$ cat config.mk
export PLATFORM = sky130hd
export DESIGN_NAME = led_pattern_gen
export DESIGN_NICKNAME = d
export VERILOG_FILES = /design/src/rtl/led_pattern_pkg.sv /design/src/rtl/led_pattern_gen_tick_div.sv /design/src/rtl/led_pattern_gen.sv
export SDC_FILE = /design/constraint.sdc
export NUM_CORES = 1
export LEC_CHECK = 0
export ABC_AREA = 1
export BUFFER_PORTS_ARGS = -buffer_cell sky130_fd_sc_hd__buf_2
export CAP_MARGIN = 20
export CELL_PAD_IN_SITES_DETAIL_PLACEMENT = 1
export CELL_PAD_IN_SITES_GLOBAL_PLACEMENT = 1
export CORE_ASPECT_RATIO = 0.5
export CORE_MARGIN = 5
export CORE_UTILIZATION = 30
export DETAILED_ROUTE_END_ITERATION = 6
export PLACE_DENSITY_LB_ADDON = 0.25
export SLEW_MARGIN = 30
export SYNTH_ARGS = -nofsm -noshare
export SYNTH_HDL_FRONTEND = slang
export SYNTH_SLANG_ARGS = --single-unit
$ cat constraint.sdc
create_clock -name ck -period 2.73 [get_ports ck]
set_input_delay 0.1365 -clock ck [delete_from_list [all_inputs] [get_ports ck]]
set_output_delay 0.1365 -clock ck [all_outputs]
set_load 0.03 [all_outputs]
$ cat src/rtl/led_pattern_pkg.sv
// Shared constants for the LED pattern engine: pattern mode codes and FSM states.
package led_pattern_pkg;

  localparam logic [1:0] MODE_BLINK  = 2'd0;
  localparam logic [1:0] MODE_CHASE  = 2'd1;
  localparam logic [1:0] MODE_BOUNCE = 2'd2;
  localparam logic [1:0] MODE_FILL   = 2'd3;

  typedef enum logic {
    ST_LOAD = 1'b0,
    ST_RUN  = 1'b1
  } state_t;

endpackage

$ cat src/rtl/led_pattern_gen_tick_div.sv
// Generic prescaler: tick is high on the last of every DIV enabled cycles.
module tick_div #(
  parameter int DIV = 2500000
) (
  input  logic ck,
  input  logic rs,
  input  logic en,
  input  logic clr,
  output logic tick
);

  localparam int CNT_W = (DIV > 1) ? $clog2(DIV) : 1;
  localparam logic [CNT_W-1:0] CNT_MAX = CNT_W'(DIV - 1);

  logic [CNT_W-1:0] count_reg;

  assign tick = en && (count_reg == CNT_MAX);

  always_ff @(posedge ck or posedge rs) begin
    if (rs) begin
      count_reg <= '0;
    end else if (clr) begin
      count_reg <= '0;
    end else if (en) begin
      count_reg <= tick ? '0 : count_reg + 1'b1;
    end
  end

endmodule

$ cat src/rtl/led_pattern_gen.sv
// LED pattern engine: blink/chase/bounce/fill on a WIDTH-bit bank, stepped by tick_div,
// with a registered one-cycle frame_done at the end of each pattern period.
module led_pattern_gen
  import led_pattern_pkg::*;
#(
  parameter int WIDTH = 18,
  parameter int DIV   = 2500000
) (
  input  logic             ck,
  input  logic             rs,
  input  logic             en,
  input  logic [1:0]       mode,
  input  logic             dir,
  output logic [WIDTH-1:0] leds,
  output logic             frame_done
);

  localparam int POS_W  = $clog2(WIDTH);
  localparam int FILL_W = $clog2(WIDTH + 1);
  localparam logic [POS_W-1:0]  POS_MAX  = POS_W'(WIDTH - 1);
  localparam logic [FILL_W-1:0] FILL_MAX = FILL_W'(WIDTH);

  state_t             state_reg, state_next;
  logic [1:0]         mode_q_reg, mode_q_next;
  logic [POS_W-1:0]   pos_reg, pos_next;
  logic               up_reg, up_next;
  logic [FILL_W-1:0]  fill_reg, fill_next;
  logic [WIDTH-1:0]   leds_reg, leds_next;
  logic               frame_reg, frame_next;

  logic               tick;
  logic               step;
  logic [WIDTH-1:0]   onehot;
  logic [WIDTH-1:0]   fill_mask;

  tick_div #(.DIV(DIV)) u_tick_div (
    .ck   (ck),
    .rs   (rs),
    .en   (en && (state_reg == ST_RUN)),
    .clr  (state_reg == ST_LOAD),
    .tick (tick)
  );

  // A pending mode change wins over a coincident tick: no step, no frame_done.
  assign step = (state_reg == ST_RUN) && (mode == mode_q_reg) && tick;

  genvar gi;
  generate
    for (gi = 0; gi < WIDTH; gi++) begin : g_decode
      assign onehot[gi]    = (pos_next == POS_W'(gi));
      assign fill_mask[gi] = (fill_next > FILL_W'(gi));
    end
  endgenerate

  always_comb begin
    state_next  = state_reg;
    mode_q_next = mode_q_reg;
    pos_next    = pos_reg;
    up_next     = up_reg;
    fill_next   = fill_reg;
    frame_next  = 1'b0;
    case (state_reg)
      ST_LOAD: begin
        state_next  = ST_RUN;
        mode_q_next = mode;
        up_next     = 1'b1;
        fill_next   = '0;
        pos_next    = ((mode == MODE_CHASE) && dir) ? POS_MAX : '0;
      end
      default: begin
        if (mode != mode_q_reg) begin
          state_next = ST_LOAD;
        end else if (step) begin
          case (mode_q_reg)
            MODE_BLINK: frame_next = &leds_reg;
            MODE_CHASE: begin
              if (!dir) begin
                pos_next   = (pos_reg == POS_MAX) ? '0 : pos_reg + 1'b1;
                frame_next = (pos_reg == POS_MAX);
              end else begin
                pos_next   = (pos_reg == '0) ? POS_MAX : pos_reg - 1'b1;
                frame_next = (pos_reg == '0);
              end
            end
            MODE_BOUNCE: begin
              // Reverse as soon as an endpoint is reached so each end is lit for one tick.
              if (up_reg) begin
                pos_next = pos_reg + 1'b1;
                up_next  = (pos_next != POS_MAX);
              end else begin
                pos_next   = pos_reg - 1'b1;
                up_next    = (pos_next == '0);
                frame_next = (pos_next == '0);
              end
            end
            default: begin
              fill_next  = (fill_reg == FILL_MAX) ? '0 : fill_reg + 1'b1;
              frame_next = (fill_reg == FILL_MAX);
            end
          endcase
        end
      end
    endcase
  end

  always_comb begin
    leds_next = leds_reg;
    if (state_reg == ST_LOAD) begin
      case (mode)
        MODE_CHASE, MODE_BOUNCE: leds_next = onehot;
        default:                 leds_next = '0;
      endcase
    end else if (step) begin
      case (mode_q_reg)
        MODE_BLINK:              leds_next = ~leds_reg;
        MODE_CHASE, MODE_BOUNCE: leds_next = onehot;
        default:                 leds_next = fill_mask;
      endcase
    end
  end

  always_ff @(posedge ck or posedge rs) begin
    if (rs) begin
      state_reg  <= ST_LOAD;
      mode_q_reg <= MODE_BLINK;
      pos_reg    <= '0;
      up_reg     <= 1'b1;
      fill_reg   <= '0;
      leds_reg   <= '0;
      frame_reg  <= 1'b0;
    end else begin
      state_reg  <= state_next;
      mode_q_reg <= mode_q_next;
      pos_reg    <= pos_next;
      up_reg     <= up_next;
      fill_reg   <= fill_next;
      leds_reg   <= leds_next;
      frame_reg  <= frame_next;
    end
  end

  assign leds       = leds_reg;
  assign frame_done = frame_reg;

endmodule

==> run_results.csv <==
group,metric,value,unit
outcome,outcome,"complete, no violations",
floorplan,start_util,30.9,%
setup_path,endpoint_kind,"flip-flop",
cts,clk_pin_slew_worst_paths,0.07,ns
setup_path,critPathRequiredTime,2.97,ns
routing,wl,13700,um
logic_synthesis,synthCells,617,
sta,period_needed,2.49,ns
routing,routedWlPerCell,16.4,um
worst_hold_path,hold_start,"mode[0]",
setup_path,cpPeakStageDelay,0.46,ns
routing,drc_errors,0,
cells_and_area,largest_register_ffs,22,
floorplan,die_h,94.0,um
routing,drt_iter0_markers,240,
grt,grt_pass1_vias,4268,
grt,gr-usage-met1,24.7,%
floorplan,die_w,178,um
cells_and_area,fin_util,35.2,%
floorplan,ios,25,
sta,hold_viol_final,0,
routing,ant_nets,0,
setup_path,cp_common_cell,"nand2_1",
sta,rsz0062_at_grt,"no",
setup_path,crit_type,"reg2reg",
grt,grt_overflow_total,0,
logic_synthesis,synth_edf_count,0,
sta,tns,0,ns
setup_path,ff2ff_setup_slack,0.24,ns
logic_synthesis,ys_ff_latch,55,
setup_path,arrival,2.73,ns
sta,finalWorstSetupSlack,0.241,ns
setup_path,cp-startpoint,"pos_reg[0]$_DFF_PP0_",
logic_synthesis,synth_flop_cell,"dfrtp_1",
grt,use_met2,27.1,%
logic_synthesis,synth-seq-area-share,32.5,%
cells_and_area,synthToLayoutAreaGrowth,13.8,%
placed_design,pre_cts_ws,0.134,ns
power_and_ir_drop,p_per_area,775,nW/um^2
placed_design,place_congestion,0.855,
run,cap_viol_max_count,0,
logic_synthesis,yosysWarnings,0,
cts,clock_latency,0.30,ns
placed_design,portBuffers,24,
routing,viasPerCell,4.94,
floorplan,fp.coreArea,13700,sq um
sta,fin_crit_sh,91.2,%
sta,setup_viol,0,
worst_hold_path,hold_path.class,"in2reg",
placed_design,dp_hpwl,10500,um
grt,grt_pass1_wl,22700,um
cts,cts_made_buffers,5,
cells_and_area,layout-drive-gt1-share,17.9,%
cells_and_area,antennaDiodeCount,0,
floorplan,row_count,30,
cells_and_area,design_area,4820,sq um
routing,drt_pass1_iterations,4,
logic_synthesis,syn_area,4230,sq um
placed_design,dp.cells,826,
sta,tightest_slew,0.618,ns
cts,clock-sinks,55,
grt,busiest_layer,"met2",
floorplan,die_area,16700,sq um
grt,grtUsageTotal,17.0,%
placed_design,post_dp_cell_area,4590,sq um
setup_path,crit_path_top_delay_cell,"dfrtp_1",
cells_and_area,final_cells,839,
setup_path,worstSetupEndpoint,"leds[15]$_DFFE_PP0P_",
logic_synthesis,avgSynthCellArea,6.86,sq um
sta,fmax,0.402,GHz
setup_path,path_max_fanout,6,
cells_and_area,fin_nets,665,
cts,cts-root-buf,"clkbuf_16",
grt,grt_start_max_net_pins,34,
grt,antenna_found_initial,0,
cts,clockBufferDepth,2,
sta,finalMaxSlewViolations,0,
power_and_ir_drop,vdd_drop_max,0.228,mV
cts,h-tree-depth,2,
cts,cts_tree,"done",
logic_synthesis,synth.distinct_cells,43,
setup_path,r2r_start,"pos_reg[0]$_DFF_PP0_",
setup_path,critPathLaunchType,"flip-flop",
sta,slew_headroom,58.7,%
cells_and_area,n_fill_cell,1741,
routing,vias,4141,
logic_synthesis,postSynth.asyncResetShare,100,%
setup_path,rr_endpoint,"leds[15]$_DFFE_PP0P_",
sta,skew,0.00482,ns
setup_path,worst-r2r-cell-count,17,
setup_path,path_cells,"inv_2 > ha_1 > inv_1 > nor2_1 > a21oi_1 > nand2_1 > nand3_1 > nand2_1 > nor2_4 > nor2_4 > nor3_4 > nand3_1 > o21ai_1 > nand2_1 > nand2_1 > nand3_1 > nand2_1",
grt,use_met3,2.53,%
power_and_ir_drop,p_leak,0.00231,uW
logic_synthesis,syn_nets,635,
-- worst min path at each step --
stage	to	cells past startpoint
after floorplan	mode_q_reg[0]$_DFFE_PP0N_	2
after global placement	u_tick_div.count_reg[18]$_DFFE_PP0P_	2
after detailed placement	u_tick_div.count_reg[18]$_DFFE_PP0P_	2
after CTS	mode_q_reg[0]$_DFFE_PP0N_	3
after global routing	mode_q_reg[0]$_DFFE_PP0N_	3
final	mode_q_reg[0]$_DFFE_PP0N_	3
-- layout make-up --
| class | count | area (sq um) | area share, % |
|---|---|---|---|
| inverters | 77 | 294 | 6.10 |
| well taps | 192 | 240 | 4.99 |
| clock buffers | 6 | 139 | 2.88 |
| repair buffers | 41 | 250 | 5.19 |
| flip-flops and latches | 55 | 1380 | 28.6 |
| multi-input cells | 467 | 2510 | 52.1 |
| clock inverters | 1 | 5.00 | 0.104 |
-- through the flow --
| stage | power, uW | hold WS, ns |
|---|---|---|
| after floorplan | 2490 | 0.287 |
| after global placement | 3040 | 0.248 |
| after detailed placement | 3060 | 0.254 |
| after CTS | 3750 | 0.148 |
| after global routing | 4040 | 0.167 |
| final | 3730 | 0.141 |
-- worst max-delay path: cells and delay by family (launching register included) --
kind                     cells  cell delay (ns)
buffers and inverters        2             0.16
flip-flops                   1             0.46
adder cells (fa/ha/maj)      1             0.22
AND/OR/NAND/NOR             12             1.25
AO/OA/AOI/OAI                2             0.34
-- power by group --
part           switching (uW)  total (uW)  internal [uW]
registers                 169        1130            961
logic                    1360        1930            568
clock network             318         678            360
-- routing by layer --
metal	wire, um	share of wire, %
met5	0	0
met4	100	0.73
met3	411	3.0
met2	5980	44
met1	7230	53
-- cells in the final DEF, fill, tap and decap left out, types with 8 or more instances in the layout --
master	netlist	final
o211ai_1	8	8
nand3_1	72	72
inv_2	10	12
nor2_4	9	10
ha_1	12	12
inv_1	62	60
nor3_1	9	8
buf_4	1	16
a21oi_1	19	18
dfrtp_1	54	54
nand2_1	154	154
o21ai_0	25	25
nand4_1	18	18
o21ai_1	14	13
nor2_1	59	57
buf_2	10	24
nand2_2	12	12
-- cells in the mapped netlist (2+ instances only) --
library cell / number / area share, %
o211ai_1: 8 / 1.4
inv_4: 2 / 0.30
o22ai_1: 4 / 0.59
nor2_4: 9 / 2.4
nand3_4: 2 / 0.83
buf_2: 10 / 1.2
dfrtp_1: 54 / 32
nor3_2: 3 / 0.71
nand2_1: 154 / 14
nand2_2: 12 / 1.8
inv_2: 10 / 0.89
a22oi_1: 2 / 0.35
nor4_1: 4 / 0.59
nor2_1: 59 / 5.2
o32ai_1: 2 / 0.41
nor3_1: 9 / 1.1
nand3_2: 6 / 1.4
o21ai_0: 25 / 3.0
a31oi_1: 3 / 0.44
nor2_2: 6 / 0.89
a21oi_2: 3 / 0.62
nand3_1: 72 / 8.5
or2_2: 5 / 0.74
a21oi_1: 19 / 2.2
ha_1: 12 / 3.5
clkbuf_1: 6 / 0.53
o21ai_1: 14 / 1.7
nand4_1: 18 / 2.7
inv_1: 62 / 5.5
xor2_1: 7 / 1.4
clkinv_1: 3 / 0.27
-- cell families after synthesis --
kind of cell    Yosys count  share of synthesized area [%]
fa+ha+maj                12                           3.55
flops                    55                           32.5
xor+xnor                  8                           1.66
compound gates           86                           12.1
buf+inv                  95                           8.96
simple gates            361                           41.2
-- timing repair --
action                                  CTS  global route
hold endpoints to repair                 23             0
resized for setup                         0             9
hold buffers                              1             0
buffers inserted                          0             5
endpoints found under the setup margin    0            14
Note: power is estimated with default switching activity, not from simulation.
